$ cat src/rtl/mac_pkg.sv
// Shared types and helpers for the FC-layer MAC feeder: FSM states, lane geometry,
// the tail-word lane mask and int8 saturation.
package mac_pkg;

  localparam int LANES  = 4;
  localparam int LANE_W = 8;
  localparam int RES_W  = 26;

  typedef enum logic [2:0] {
    S_IDLE,
    S_STREAM,
    S_DRAIN,
    S_BIAS,
    S_CAPTURE,
    S_FLUSH,
    S_FIN
  } state_t;

  // A length that is a multiple of the lane count fills the whole last word.
  function automatic logic [LANES-1:0] tail_mask(input logic [1:0] len_lo);
    return (len_lo == 2'd0) ? {LANES{1'b1}} : LANES'((1 << len_lo) - 1);
  endfunction

  function automatic logic [LANE_W-1:0] sat8(input logic signed [31:0] v);
    if (v > 32'sd127)
      return 8'h7f;
    else if (v < -32'sd128)
      return 8'h80;
    else
      return v[LANE_W-1:0];
  endfunction

endpackage

$ cat src/rtl/mac_feeder_if.sv
// Feeder <-> mac_controller bundle; the feeder is master, the controller is slave.
// Purely wiring: no latency, no backpressure (the controller always accepts).
interface mac_feeder_if;
  import mac_pkg::*;

  logic                      en;
  logic [LANES-1:0]          valid;
  logic [LANES*LANE_W-1:0]   feature;
  logic [LANES*LANE_W-1:0]   weight;
  logic [LANE_W-1:0]         bias;
  logic                      bias_add;
  logic                      flush;
  logic [RES_W-1:0]          result;
  logic                      done;

  modport master (output en, valid, feature, weight, bias, bias_add, flush,
                  input  result, done);
  modport slave  (input  en, valid, feature, weight, bias, bias_add, flush,
                  output result, done);

endinterface

$ cat src/rtl/mac_feeder_requant.sv
// Combinational requantizer: arithmetic shift, int8 saturation, zero latency, no backpressure.
// Build option MAC_FEEDER_RELU_EN forces negative outputs to zero.
module mac_feeder_requant
  import mac_pkg::*;
#(
  parameter int SHIFT = 7
) (
  input  logic signed [RES_W-1:0] result,
  output logic [LANE_W-1:0]       q
);

  logic signed [RES_W-1:0] shifted;
  logic [LANE_W-1:0]       q_sat;

  assign shifted = result >>> SHIFT;
  assign q_sat   = sat8({{(32-RES_W){shifted[RES_W-1]}}, shifted});

`ifdef MAC_FEEDER_RELU_EN
  assign q = q_sat[LANE_W-1] ? '0 : q_sat;
`else
  assign q = q_sat;
`endif

endmodule

$ cat src/rtl/mac_feeder.sv
// Sequences one FC layer into mac_controller: stream words, drain, bias, capture, flush, emit int8.
// One address pair per cycle, data aligned 1 cycle later; no backpressure. Option: MAC_FEEDER_RELU_EN.
module mac_feeder
  import mac_pkg::*;
#(
  parameter int FADDR_W  = 8,
  parameter int WADDR_W  = 14,
  parameter int NEURON_W = 6,
  parameter int LEN_W    = 10,
  parameter int MAC_LAT  = 2,
  parameter int SHIFT    = 7
) (
  input  logic                clk,
  input  logic                rstn,
  input  logic                start,
  input  logic [LEN_W-1:0]    in_len,
  input  logic [NEURON_W-1:0] n_neurons,
  output logic [FADDR_W-1:0]  feat_addr,
  input  logic [31:0]         feat_rdata,
  output logic [WADDR_W-1:0]  wgt_addr,
  input  logic [31:0]         wgt_rdata,
  output logic [NEURON_W-1:0] bias_addr,
  input  logic [7:0]          bias_rdata,
  mac_feeder_if.master        mac,
  output logic                out_valid,
  output logic [7:0]          out_data,
  output logic [NEURON_W-1:0] out_idx,
  output logic                busy,
  output logic                done_all
);

  localparam int WRD_W = LEN_W - 1;
  localparam int DRN_W = $clog2(MAC_LAT + 2);

  state_t                  state, state_nxt;
  logic [LEN_W-1:0]        len_q;
  logic [LEN_W:0]          len_p3;
  logic [WRD_W-1:0]        words, word_cnt;
  logic [NEURON_W-1:0]     nn_q, neuron_cnt;
  logic [WADDR_W-1:0]      wgt_cnt;
  logic [DRN_W-1:0]        drain_cnt;
  logic [LANES-1:0]        vld_q;
  logic signed [RES_W-1:0] res_q;
  logic [LANE_W-1:0]       q_dat;
  logic                    last_word, drain_done, last_neuron;

  assign len_p3      = {1'b0, len_q} + (LEN_W+1)'(3);
  assign words       = WRD_W'(len_p3 >> 2);
  assign last_word   = (word_cnt == words - WRD_W'(1));
  assign drain_done  = (drain_cnt == DRN_W'(MAC_LAT));
  assign last_neuron = (neuron_cnt == nn_q - NEURON_W'(1));

  assign feat_addr   = FADDR_W'(word_cnt);
  assign wgt_addr    = wgt_cnt;
  assign bias_addr   = neuron_cnt;

  // Sync-read data arrives one cycle after its address, alongside the registered lane mask.
  assign mac.valid   = vld_q;
  assign mac.feature = (|vld_q) ? feat_rdata : '0;
  assign mac.weight  = (|vld_q) ? wgt_rdata  : '0;

  always_ff @(posedge clk or negedge rstn) begin
    if (!rstn) state <= S_IDLE;
    else       state <= state_nxt;
  end

  always_comb begin
    state_nxt    = state;
    busy         = 1'b0;
    done_all     = 1'b0;
    mac.en       = 1'b0;
    mac.bias_add = 1'b0;
    mac.bias     = '0;
    mac.flush    = 1'b0;
    out_valid    = 1'b0;
    out_data     = '0;
    out_idx      = '0;
    case (state)
      S_IDLE: begin
        if (start)
          state_nxt = (n_neurons == '0) ? S_FIN : (in_len == '0) ? S_DRAIN : S_STREAM;
      end
      S_STREAM:  if (last_word)  state_nxt = S_DRAIN;
      S_DRAIN:   if (drain_done) state_nxt = S_BIAS;
      S_BIAS: begin
        state_nxt    = S_CAPTURE;
        mac.bias_add = 1'b1;
        mac.bias     = bias_rdata;
      end
      S_CAPTURE: if (mac.done)   state_nxt = S_FLUSH;
      S_FLUSH: begin
        state_nxt = last_neuron ? S_FIN : (len_q == '0) ? S_DRAIN : S_STREAM;
        mac.flush = 1'b1;
        out_valid = 1'b1;
        out_data  = q_dat;
        out_idx   = neuron_cnt;
      end
      S_FIN: begin
        state_nxt = S_IDLE;
        done_all  = 1'b1;
      end
      default: state_nxt = S_IDLE;
    endcase
    if (state != S_IDLE && state != S_FIN) begin
      busy   = 1'b1;
      mac.en = 1'b1;
    end
  end

  always_ff @(posedge clk or negedge rstn) begin
    if (!rstn) begin
      len_q      <= '0;
      nn_q       <= '0;
      neuron_cnt <= '0;
      word_cnt   <= '0;
      wgt_cnt    <= '0;
      drain_cnt  <= '0;
      vld_q      <= '0;
      res_q      <= '0;
    end else begin
      vld_q <= (state == S_STREAM) ? (last_word ? tail_mask(len_q[1:0]) : {LANES{1'b1}}) : '0;
      case (state)
        S_IDLE: if (start) begin
          len_q      <= in_len;
          nn_q       <= n_neurons;
          neuron_cnt <= '0;
          word_cnt   <= '0;
          wgt_cnt    <= '0;
        end
        S_STREAM: begin
          word_cnt <= last_word ? '0 : word_cnt + WRD_W'(1);
          wgt_cnt  <= wgt_cnt + WADDR_W'(1);
        end
        S_DRAIN:   drain_cnt <= drain_done ? '0 : drain_cnt + DRN_W'(1);
        S_CAPTURE: if (mac.done) res_q <= mac.result;
        S_FLUSH:   neuron_cnt <= neuron_cnt + NEURON_W'(1);
        S_FIN: begin
          neuron_cnt <= '0;
          wgt_cnt    <= '0;
        end
        default: ;
      endcase
    end
  end

  mac_feeder_requant #(.SHIFT(SHIFT)) u_requant (
    .result (res_q),
    .q      (q_dat)
  );

endmodule
$ cat src/flat_wrapper.sv
// flat-port wrapper written by rule: the top's interface ports become plain ports
module mac_feeder_flat import mac_pkg::*;
#(
  parameter int FADDR_W  = 8,
  parameter int WADDR_W  = 14,
  parameter int NEURON_W = 6,
  parameter int LEN_W    = 10,
  parameter int MAC_LAT  = 2,
  parameter int SHIFT    = 7
)
  (clk, rstn, start, in_len, n_neurons, feat_addr, feat_rdata, wgt_addr, wgt_rdata, bias_addr, bias_rdata, out_valid, out_data, out_idx, busy, done_all, mac_en, mac_valid, mac_feature, mac_weight, mac_bias, mac_bias_add, mac_flush, mac_result, mac_done);
  mac_feeder_if mac_i ();
  input  logic clk;
  input  logic rstn;
  input  logic start;
  input  logic [LEN_W-1:0] in_len;
  input  logic [NEURON_W-1:0] n_neurons;
  output logic [FADDR_W-1:0] feat_addr;
  input  logic [31:0] feat_rdata;
  output logic [WADDR_W-1:0] wgt_addr;
  input  logic [31:0] wgt_rdata;
  output logic [NEURON_W-1:0] bias_addr;
  input  logic [7:0] bias_rdata;
  output logic out_valid;
  output logic [7:0] out_data;
  output logic [NEURON_W-1:0] out_idx;
  output logic busy;
  output logic done_all;
  output wire logic [$bits(mac_i.en)-1:0] mac_en;
  output wire logic [$bits(mac_i.valid)-1:0] mac_valid;
  output wire logic [$bits(mac_i.feature)-1:0] mac_feature;
  output wire logic [$bits(mac_i.weight)-1:0] mac_weight;
  output wire logic [$bits(mac_i.bias)-1:0] mac_bias;
  output wire logic [$bits(mac_i.bias_add)-1:0] mac_bias_add;
  output wire logic [$bits(mac_i.flush)-1:0] mac_flush;
  input wire logic [$bits(mac_i.result)-1:0] mac_result;
  input wire logic [$bits(mac_i.done)-1:0] mac_done;
  assign mac_en = mac_i.en;
  assign mac_valid = mac_i.valid;
  assign mac_feature = mac_i.feature;
  assign mac_weight = mac_i.weight;
  assign mac_bias = mac_i.bias;
  assign mac_bias_add = mac_i.bias_add;
  assign mac_flush = mac_i.flush;
  assign mac_i.result = mac_result;
  assign mac_i.done = mac_done;
  mac_feeder #(.FADDR_W(FADDR_W), .WADDR_W(WADDR_W), .NEURON_W(NEURON_W), .LEN_W(LEN_W), .MAC_LAT(MAC_LAT), .SHIFT(SHIFT)) u_core (.clk(clk), .rstn(rstn), .start(start), .in_len(in_len), .n_neurons(n_neurons), .feat_addr(feat_addr), .feat_rdata(feat_rdata), .wgt_addr(wgt_addr), .wgt_rdata(wgt_rdata), .bias_addr(bias_addr), .bias_rdata(bias_rdata), .mac(mac_i), .out_valid(out_valid), .out_data(out_data), .out_idx(out_idx), .busy(busy), .done_all(done_all));
endmodule
$ cat config.mk
export PLATFORM = sky130hd
export DESIGN_NAME = mac_feeder_flat
export DESIGN_NICKNAME = d
export VERILOG_FILES = /design/src/rtl/mac_pkg.sv /design/src/rtl/mac_feeder_if.sv /design/src/rtl/mac_feeder_requant.sv /design/src/rtl/mac_feeder.sv /design/src/flat_wrapper.sv
export SDC_FILE = /design/constraint.sdc
export NUM_CORES = 1
export LEC_CHECK = 0
export ABC_AREA = 1
export CAP_MARGIN = 40
export CORE_UTILIZATION = 37
export CTS_CLUSTER_DIAMETER = 150
export CTS_CLUSTER_SIZE = 28
export DETAILED_ROUTE_END_ITERATION = 12
export GPL_ROUTABILITY_DRIVEN = 0
export PLACE_DENSITY = 0.86
export SLEW_MARGIN = 25
export SYNTH_ARGS = -nofsm -noshare
export SYNTH_HDL_FRONTEND = slang
export SYNTH_SLANG_ARGS = --single-unit
$ cat constraint.sdc
create_clock -name clk -period 2.37 [get_ports clk]
set_clock_uncertainty 0.2 [all_clocks]
set_input_delay 0.474 -clock clk [delete_from_list [all_inputs] [get_ports clk]]
set_output_delay 0.474 -clock clk [all_outputs]
set_load 0.005 [all_outputs]
==> out/qor.txt <==
===============================================================================================
Result of the run ................................................................ finished, violations left
Violations in the final reports .................................................. setup timing
Clock latency on the worst-skew pair .............................................      0.34 ns
Worst slew margin relative to its limit ..........................................        60.5%
Mean instance size in the synthesized netlist ....................................     6.56 µm²
Initial Utilization ..............................................................        38.7%
Initial antenna violation count ..................................................            0
Crit path max fanout .............................................................            3
Global-route wire length before repair ...........................................    26,600 µm
Slew at the pin with the worst max-slew slack ....................................     0.592 ns
Worst hold path depth ............................................................            2
Floorplan die width ..............................................................       118 µm
Die extent in y ..................................................................       118 µm
Diodes inserted ..................................................................            0
Vias in the first global route ...................................................        5,701
Count of input and output buffers ................................................          234
Post-synth design cell area ......................................................     4960 µm²
Arrival time at the worst endpoint ...............................................      1.82 ns
Total global routing overflow ....................................................            0
Peak supply drop .................................................................     0.560 mV
Post-Synthesis Net Count .........................................................          882
Synthesized instance count .......................................................          756
Most frequent cells in the layout ................................................ sky130_fd_sc_hd__inv_1 (141), sky130_fd_sc_hd__clkdlybuf4s50_1 (141), sky130_fd_sc_hd__nor2_1 (127)
Total placed cells including tap cells ...........................................        1,170
Final hold viol count ............................................................            0
Number of clock buffers inserted by TritonCTS ....................................            9
Root Buffer ...................................................................... sky130_fd_sc_hd__clkbuf_16
Final Cycle Share ................................................................         105%
WP data required .................................................................      1.70 ns
Synth warn .......................................................................            0
Number of cells on the worst reg-to-reg path .....................................           18
Router iterations before antenna repair ..........................................            5
Number of violations reported at the end of detailed-routing iteration 0 .........          273
CTS tree .........................................................................          yes
Final std cells w/o fill .........................................................        1,239
Count of clock tree sinks ........................................................           73
Remaining antenna violation count ................................................            0
Minimum clock period after layout ................................................      2.49 ns
Reg-to-reg critical path endpoint ................................................ u_core.state[2]$_DFFE_PN0P_
Detail Placement HPWL ............................................................    12,000 µm
Full die area ....................................................................   13,900 µm²
Overall Global Routing Usage .....................................................        23.7%
Final-stage net count ............................................................        1,188
Clock input transition at the sequential cells of the worst setup and hold paths .      0.06 ns
Worst hold-check slack ...........................................................     0.309 ns
Core utilization of the finished layout ..........................................        66.8%
CTS H-tree lvls ..................................................................            3
Startpoint of the most critical register-to-register path ........................ u_core.len_q[0]$_DFFE_PN0P_
Max-slew violation count .........................................................            0
Area grow syn2layout .............................................................        72.7%
Count of unresolved DRC violations after routing .................................            0
Std-Cell Core Area ...............................................................   12,800 µm²
Boundary Pins ....................................................................          242
Vias .............................................................................        5,951
Kind of capture point of the worst setup path ....................................  output port
Unique masters post-synth ........................................................           34
Share of layout cells above drive strength 1 .....................................        27.0%
# setup viols final ..............................................................           39
Total power density per cell area ................................................  1130 nW/µm²
Hold EP .......................................................................... u_core.drain_cnt[0]$_DFFE_PN0N_
Type of the worst setup path ..................................................... flop to output port
R2R setup slack ..................................................................     -0.11 ns
Maximum number of pins on one net before global-route repair .....................           39
Startpoint kind of the worst setup timing path ...................................         flop
Largest buffer count on any clock path ...........................................            2
Flops & latches, synth ...........................................................           73
EDFF count, synth ................................................................            0
Worst hold path type ............................................................. flop to flop
Part of the Yosys area used for sequential elements ..............................        36.9%
Fmax .............................................................................      401 MHz
Post-layout worst setup margin ...................................................    -0.124 ns
Via-to-Cell Ratio ................................................................         4.80
Synth Flop Type .................................................................. sky130_fd_sc_hd__dfrtp_1
HP Start ......................................................................... u_core.drain_cnt[0]$_DFFE_PN0N_
Placement Rows ...................................................................           41
Unrepaired setup endpoints after global routing ..................................         true
Share of synthesized flip-flops with an asynchronous set or reset ................         100%
Count of max-cap constraint violations ...........................................            0
Leakage power total ..............................................................      4.29 nW
Routed len/inst ..................................................................      14.1 µm
Total routed wirelength ..........................................................    17,400 µm
===============================================================================================
==> cell usage after synthesis, types with 8 or more instances <==
cell type                  instances  area [µm²]
sky130_fd_sc_hd__nor2_1          152         571
sky130_fd_sc_hd__inv_1           150         563
sky130_fd_sc_hd__nand2_1         138         518
sky130_fd_sc_hd__dfrtp_1          73        1830
sky130_fd_sc_hd__nand3_1          51         255
sky130_fd_sc_hd__a21oi_1          37         185
sky130_fd_sc_hd__o21ai_0          34         170
sky130_fd_sc_hd__xor2_1           15         131
sky130_fd_sc_hd__clkbuf_1         13        48.8
sky130_fd_sc_hd__buf_4            10        75.1
sky130_fd_sc_hd__nor3_1            9        45.0
sky130_fd_sc_hd__ha_1              8         100
sky130_fd_sc_hd__nand4_1           8        50.1
==> how the worst max path moves through the flow <==
stage	startpoint	end	slack (ns)	depth (start not counted)
after floorplan	u_core.len_q[0]$_DFFE_PN0P_	u_core.mac.valid[1]$_DFF_PN0_	0.002	15
after global placement	u_core.res_q[21]$_DFFE_PN0P_	out_data[0]	-0.14	7
after detailed placement	u_core.res_q[19]$_DFFE_PN0P_	out_data[2]	-0.19	7
after CTS	u_core.res_q[21]$_DFFE_PN0P_	out_data[2]	-0.27	8
after global routing	u_core.res_q[19]$_DFFE_PN0P_	out_data[2]	-0.23	8
final	u_core.res_q[19]$_DFFE_PN0P_	out_data[2]	-0.12	8
==> worst max-delay path: stages, from the launching register on <==
cell and delay [ns]:
sky130_fd_sc_hd__dfrtp_1 0.34, sky130_fd_sc_hd__inv_2 0.05, sky130_fd_sc_hd__nor4_2 0.25, sky130_fd_sc_hd__nand3_1 0.11, sky130_fd_sc_hd__nor4_2 0.20, sky130_fd_sc_hd__o21ai_2 0.13
sky130_fd_sc_hd__buf_4 0.15, sky130_fd_sc_hd__a21oi_2 0.12, sky130_fd_sc_hd__buf_2 0.13
==> metrics by stage <==
stage          cell area (µm²)  TNS (ns)  power, mW  setup slack [ns]
4_1_cts                   8330     -2.95       8.78            -0.273
2_1_floorplan             4960         0       4.56           0.00249
3_3_place_gp              7680    -0.999       6.68            -0.142
6_report                  8560     -1.70       9.72            -0.124
5_1_grt                   8560     -7.29       10.4            -0.227
3_5_place_dp              7680     -2.19       6.82            -0.191
==> cell families after synthesis <==
| kind of cell | after synthesis | share of synthesized area, % |
|---|---|---|
| adders and majority gates | 8 | 2.02 |
| DFF | 73 | 36.9 |
| buffers and inverters | 181 | 14.7 |
| and+or+nand+nor | 386 | 33.5 |
| AOI/OAI and AO/OA | 91 | 10.0 |
| xor gates and xnor gates | 17 | 3.00 |
==> sequential cells by signal, indices dropped and copies added, names as in the netlist, 3 cells and up <==
signal and count:
u_core.word_cnt 9, u_core.state 3, u_core.len_q 10, u_core.nn_q 6
u_core.res_q 19, u_core.mac.valid 4, u_core.bias_addr 6, u_core.wgt_addr 14
==> per-layer routing <==
metal	part of all wire, %	wire, µm	vias to the layer above	GRT usage (%)
li1	-	-	2933	-
met1	38	6680	2775	25.5
met2	53	9250	209	44.2
met3	6.3	1100	34	5.77
met4	2.3	406	0	9.21
met5	0	0	-	0
==> report_power, final <==
group	internal [mW]	total [mW]	switching (mW)
Combinational	2.94	6.13	3.19
Clock	0.960	1.52	0.560
Sequential	1.67	2.06	0.391
==> final cells by class <==
cell class	instances	area, µm²
tap	172	215
multi-input combinational	503	2780
clock inverter	5	86.3
sequential	73	1830
inverter	155	592
fill	1001	4260
timing repair buffer	320	2820
clock buffer	11	243
==> timing repair <==
item,4_1_cts,5_1_grt
hold buffers,1,0
gates resized for setup,252,138
hold endpoints to repair,19,0
cloned,2,6
pin swaps,20,30
setup buffers,28,18
setup endpoints to repair,106,94
(Power assumes the default switching activity.)
